==> src/rtl/sirius_defs.sv <==
// Shared definitions for the core pipeline control logic.
//   RegBus / ZeroWord : datapath word width and its zero value
//   STALL_*           : stall vectors, bit0 PC .. bit5 WB, 1 = hold stage
//   pipe_state_t      : pipe_ctrl sequencer states
//   max2()            : elaboration-time helper for sizing counters
package sirius_defs;

  localparam int RegBus = 32;
  localparam logic [RegBus-1:0] ZeroWord = '0;

  // A held stage always holds every stage before it, so only these
  // monotonic patterns are ever produced.
  localparam logic [5:0] STALL_NONE = 6'b000000;
  localparam logic [5:0] STALL_ID   = 6'b000111;
  localparam logic [5:0] STALL_EX   = 6'b001111;

  typedef enum logic [1:0] {
    RUN     = 2'd0,
    MC_WAIT = 2'd1,
    FLUSH   = 2'd2
  } pipe_state_t;

  function automatic int max2(input int a, input int b);
    return (a > b) ? a : b;
  endfunction

endpackage

==> src/rtl/pipe_perf_cnt.sv <==
// Performance counters for the pipeline sequencer (built only with
// PIPE_CTRL_PERF_EN defined).
//   clk, rst           : clock, synchronous active-high reset
//   stall_active       : some stage is held this cycle
//   flush_accept       : a flush request is accepted this cycle
//   perf_stall_cycles  : cycles with any stage held (wraps at 2^32)
//   perf_flush_count   : accepted flush requests (wraps at 2^32)
module pipe_perf_cnt (
  input  logic        clk,
  input  logic        rst,
  input  logic        stall_active,
  input  logic        flush_accept,
  output logic [31:0] perf_stall_cycles,
  output logic [31:0] perf_flush_count
);

  logic [31:0] stall_cycles_q;
  logic [31:0] flush_count_q;

  always_ff @(posedge clk) begin
    if (rst) begin
      stall_cycles_q <= '0;
      flush_count_q  <= '0;
    end else begin
      if (stall_active) stall_cycles_q <= stall_cycles_q + 32'd1;
      if (flush_accept) flush_count_q  <= flush_count_q + 32'd1;
    end
  end

  assign perf_stall_cycles = stall_cycles_q;
  assign perf_flush_count  = flush_count_q;

endmodule

==> src/rtl/pipe_ctrl.sv <==
// Central pipeline sequencer for the 5-stage core: merges decode/execute
// stall requests, sequences multi-cycle EX operations (with abort on
// timeout) and drives exception/branch flushes.
//   clk, rst        : clock, synchronous active-high reset
//   stallreq_id     : load-use hazard from ID (combinational)
//   stallreq_ex     : single-cycle EX hold (combinational)
//   ex_mc_start     : EX starts a multi-cycle op this cycle
//   ex_mc_done      : EX multi-cycle result valid this cycle
//   flush_req       : exception / redirect request, flush_pc its target
//   stall[5:0]      : per-stage hold, bit0 PC .. bit5 WB (combinational)
//   flush           : clear pipeline registers to NOP (registered)
//   new_pc          : redirect target, valid while flush=1 (registered)
//   mc_cancel       : one-cycle abort pulse to the EX multi-cycle unit
//   mc_busy         : sequencer is waiting on a multi-cycle op
// Optional build macro PIPE_CTRL_PERF_EN adds perf_stall_cycles and
// perf_flush_count outputs (instance of pipe_perf_cnt).
module pipe_ctrl
  import sirius_defs::*;
#(
  parameter int MC_MAX_CYCLES = 64,
  parameter int FLUSH_CYCLES  = 1
) (
  input  logic              clk,
  input  logic              rst,
  input  logic              stallreq_id,
  input  logic              stallreq_ex,
  input  logic              ex_mc_start,
  input  logic              ex_mc_done,
  input  logic              flush_req,
  input  logic [RegBus-1:0] flush_pc,
  output logic [5:0]        stall,
  output logic              flush,
  output logic [RegBus-1:0] new_pc,
  output logic              mc_cancel,
  output logic              mc_busy
`ifdef PIPE_CTRL_PERF_EN
  ,
  output logic [31:0]       perf_stall_cycles,
  output logic [31:0]       perf_flush_count
`endif
);

  localparam int CNT_W = $clog2(max2(MC_MAX_CYCLES, FLUSH_CYCLES) + 1);
  localparam logic [CNT_W-1:0] MC_LAST    = CNT_W'(MC_MAX_CYCLES - 1);
  localparam logic [CNT_W-1:0] FLUSH_LAST = CNT_W'(FLUSH_CYCLES - 1);

  pipe_state_t       state_q, state_d;
  logic [CNT_W-1:0]  cnt_q, cnt_d;
  logic [CNT_W-1:0]  cnt_inc;
  logic              flush_q, flush_d;
  logic [RegBus-1:0] new_pc_q, new_pc_d;
  logic              cancel_q, cancel_d;
  logic [5:0]        stall_d;

  // Saturating increment: the counter never wraps back to zero.
  assign cnt_inc = (cnt_q == '1) ? cnt_q : cnt_q + CNT_W'(1);

  always_ff @(posedge clk) begin
    if (rst) begin
      state_q  <= RUN;
      cnt_q    <= '0;
      flush_q  <= 1'b0;
      new_pc_q <= ZeroWord;
      cancel_q <= 1'b0;
    end else begin
      state_q  <= state_d;
      cnt_q    <= cnt_d;
      flush_q  <= flush_d;
      new_pc_q <= new_pc_d;
      cancel_q <= cancel_d;
    end
  end

  always_comb begin
    state_d  = state_q;
    cnt_d    = cnt_q;
    flush_d  = 1'b0;
    new_pc_d = new_pc_q;
    cancel_d = 1'b0;
    stall_d  = STALL_NONE;

    if (flush_req) begin
      // Flush outranks everything; an in-flight multi-cycle op is aborted.
      state_d  = FLUSH;
      cnt_d    = '0;
      flush_d  = 1'b1;
      new_pc_d = flush_pc;
      cancel_d = (state_q == MC_WAIT);
    end else begin
      unique case (state_q)
        RUN: begin
          if (ex_mc_start) begin
            stall_d = STALL_EX;
            state_d = MC_WAIT;
            cnt_d   = '0;
          end else if (stallreq_ex) begin
            stall_d = STALL_EX;
          end else if (stallreq_id) begin
            stall_d = STALL_ID;
          end
        end
        MC_WAIT: begin
          cnt_d = cnt_inc;
          if (ex_mc_done) begin
            // Release the hold in the done cycle so the result advances.
            state_d = RUN;
            cnt_d   = '0;
          end else if (cnt_q == MC_LAST) begin
            stall_d  = STALL_EX;
            cancel_d = 1'b1;
            state_d  = RUN;
            cnt_d    = '0;
          end else begin
            stall_d = STALL_EX;
          end
        end
        FLUSH: begin
          cnt_d = cnt_inc;
          if (cnt_q == FLUSH_LAST) begin
            state_d = RUN;
            cnt_d   = '0;
          end else begin
            flush_d = 1'b1;
          end
        end
        default: begin
          state_d = RUN;
          cnt_d   = '0;
        end
      endcase
    end

    if (rst) stall_d = STALL_NONE;
  end

  assign stall     = stall_d;
  assign flush     = flush_q;
  assign new_pc    = new_pc_q;
  assign mc_cancel = cancel_q;
  assign mc_busy   = (state_q == MC_WAIT);

`ifdef PIPE_CTRL_PERF_EN
  pipe_perf_cnt u_perf (
    .clk               (clk),
    .rst               (rst),
    .stall_active      (|stall_d),
    .flush_accept      (flush_req & ~rst),
    .perf_stall_cycles (perf_stall_cycles),
    .perf_flush_count  (perf_flush_count)
  );
`endif

endmodule

==> config.mk <==
export PLATFORM = sky130hd
export DESIGN_NAME = pipe_ctrl
export DESIGN_NICKNAME = d
export VERILOG_FILES = /design/src/rtl/sirius_defs.sv /design/src/rtl/pipe_perf_cnt.sv /design/src/rtl/pipe_ctrl.sv
export SDC_FILE = /design/constraint.sdc
export NUM_CORES = 1
export LEC_CHECK = 0
export ABC_AREA = 1
export ABC_CLOCK_PERIOD_IN_PS = 1300
export CORE_MARGIN = 3
export CORE_UTILIZATION = 37
export DETAILED_ROUTE_END_ITERATION = 10
export PLACE_DENSITY_LB_ADDON = 0.15
export SYNTH_ARGS = -nofsm -noshare
export SYNTH_HDL_FRONTEND = slang
export SYNTH_HIERARCHICAL = 1
export SYNTH_SLANG_ARGS = --single-unit
export TNS_END_PERCENT = 50
==> constraint.sdc <==
create_clock -name clk -period 1.3 [get_ports clk]
set_clock_uncertainty 0.05 [all_clocks]
set_input_delay 0.26 -clock clk [delete_from_list [all_inputs] [get_ports clk]]
set_output_delay 0.26 -clock clk [all_outputs]
set_load 0.02 [all_outputs]
==> metrics <==
number of cells on the worst reg-to-reg path=9; Power per Cell Area=957 mW/mm2; Achievable Freq=586 MHz; routability congestion estimate from global placement=between 0.8 and 0.9; static leakage power=1.27 nW; CTS tree=done; Hold Crit Endpoint=new_pc[29]; commonest non-fill, non-tap cells in the layout=74 x sky130_fd_sc_hd__nand2_1, 39 x sky130_fd_sc_hd__dfxtp_1, 37 x sky130_fd_sc_hd__clkdlybuf4s50_1; CTS Root Cell=sky130_fd_sc_hd__clkbuf_8; Max-cap violations=0; least setup slack across all paths after layout=-408 ps; largest net degree at the start of global routing=36; post-detailed-routing wire length=4840 um; fraction of the yosys area taken by sequential cells=47.7%; clock transition at the registers of the reported paths=80 ps; Finish-stage setup viols=14; crit path capture type=output port; Distinct cells, synth=23; critical register-to-register path startpoint=state_q[0]; via total after detailed routing=around 1,800; average detailed-routed wire length per instance=around 12 um; number of synthesis warnings=6; count of standard-cell rows=24; status=finished with violations; full die area=roughly 0.0058 mm2; Antenna Nets Post-Route=0; final critical delay including setup and external delays=1710 ps; Clk Latency, worst-skew pair=slightly below 300 ps; total standard cell area after synthesis=0.00181 mm2; area of the core=0.00453 mm2; number of buffers added on ports=77; Final Max Tran Viols=0; deepest level of the CTS H-tree=2; crit path max fanout=3; number of filler instances in the final layout=slightly below 400; critical hold path startpoint=new_pc[29]; x dimension of the die=75.9 um; worst setup path category=reg2out; post-route fraction of the period consumed by the critical path=131%; number of antenna violations at the first check in global routing=0; maximum clock insertion buffer count=2; sinks on the clock net=43; multi-input gate area in the final layout=~950 um2; dpl ws=-833 ps; classification of the worst-slack hold path=reg2reg; final hold violation count=0; data required time at the worst endpoint=between 900 and 1000 ps; Reg-to-Reg End=cnt_q[3]; DRC violation total after the first TritonRoute iteration=95; final net count=379; fraction of layout cells with a size suffix above 1=24.5%; via count of the first global-routing pass=1,625; slack of the worst reg-to-reg path=-180 ps; IR Drop Worst-Case VDD=0.000631 V; worst hold path cell count=2; vias per inst=4.53; data arrival time of the worst path=approximately 1400 ps; wire length of the first global-routing pass=7490 um; RSZ-0062 raised after global routing=true; cell area after layout=roughly 0.003 mm2; num ports=80; Initial Utilization=39.8%; residual overflow from global routing=0; total DRC errors in the routed layout=0; number of instances in the synthesized netlist=243; number of register bits inferred by synthesis=43; number of clock buffers inserted by TritonCTS=5; type of origin of the critical path=register; global routing usage summed across all routing layers=between 10% and 20%; antenna diode instance count=0; TritonRoute pass-1 iters=4; layout-stage area growth over the synthesis result=65.6%; register cell area after layout=871 um2; violated checks=setup timing; most common library cell in the layout ignoring fill and taps=sky130_fd_sc_hd__nand2_1; placed inst area=0.00277 mm2; HPWL after DPL=~3300 um; Hold Worst Slack=409 ps; synthesized area divided by synthesized cell count=7.43 um2; Die Y-Extent=roughly 76 um
[registers in the layout, summed over array words and instances, names as in the netlist]
signal / count
cnt_q: 7
mc_cancel: 1
state_q: 2
new_pc: 32
flush: 1
[area by class of cell]
| type | count | share of cell area [%] |
|---|---|---|
| multi-input cells | 168 | 31.6 |
| repair buffers | 99 | 31.2 |
| flip-flops and latches | 43 | 29.1 |
| clock buffers | 6 | 2.76 |
| well taps | 65 | 2.72 |
| inverters | 18 | 2.34 |
| clock inverters | 1 | 0.167 |
[power by group]
group,internal [mW],switching [mW]
logic,0.303,0.306
clock network,0.417,0.427
registers,1.38,0.0313
total,2.10,0.764
[metrics by stage]
stage | setup TNS (ps) | total power [mW] | util, % | instances
final | -2560 | 2.86 | 65.9 | 400
after floorplan | -1010 | 1.73 | - | 244
after detailed placement | -24200 | 2.03 | 61.1 | 391
after CTS | -2800 | 2.87 | 63.9 | 401
after global placement | -23590 | 2.03 | 61.1 | 391
after global routing | -3690 | 3.01 | 65.9 | 400
[Yosys cell counts (all sizes together)]
master  number  area (um2)
nor2        16        70.1
a21oi       39         195
o21ai        7        35.0
nor3         1        5.00
a31o         1        8.76
clkinv       1        3.75
ha           5        62.6
clkbuf       5        18.8
inv         17        63.8
xor2         3        26.3
conb         1        3.75
nand3       12        70.1
buf         10        62.6
nand3b       1        7.51
dfxtp       43         861
nand2       81         312
[critical path, stage by stage (launching register included)]
cell                      delay (ps)
sky130_fd_sc_hd__dfxtp_2         340
sky130_fd_sc_hd__inv_2            50
sky130_fd_sc_hd__ha_4            160
sky130_fd_sc_hd__inv_4            50
sky130_fd_sc_hd__nor2_4           30
sky130_fd_sc_hd__inv_2            70
sky130_fd_sc_hd__a21oi_4          50
sky130_fd_sc_hd__a31o_4          220
sky130_fd_sc_hd__buf_6           130
[per-layer routing]
layer	global-route usage [%]	up-vias	part of all wire, %
met5	0	-	0
met2	25.0	65	44
met1	22.7	794	45
met4	5.24	0	1.2
met3	7.92	6	9.8
li1	-	946	-
[worst max-delay path by stage]
stage          startpoint  endpoint  slack [ps]  depth (start not counted)
2_1_floorplan  state_q[1]  stall[1]        -300                          8
3_3_place_gp    flush_req  stall[1]        -800                          6
3_5_place_dp    flush_req  stall[1]        -830                          6
4_1_cts        state_q[1]  stall[1]        -430                          8
5_1_grt        state_q[1]  stall[0]        -490                          8
6_report       state_q[1]  stall[1]        -410                          8
[repair_timing]
item | 4_1_cts | 5_1_grt
buffers inserted | 2 | 1
hold buffers | 0 | 0
setup endpoints to repair | 82 | 46
pin swaps | 4 | 8
resized for setup | 74 | 65
cloned | 1 | 0
[logic make-up (layout without fill, tap and decap cells)]
group	count (synthesis)	after routing	synth area share, %
simple gates	111	111	25.7
compound gates	47	47	13.2
flops	43	43	47.7
buf+inv	33	124	8.25
fa+ha+maj	5	5	3.47
xor+xnor	3	3	1.46
other cells	1	2	0.208
Note: power is estimated with default switching activity, not from simulation.
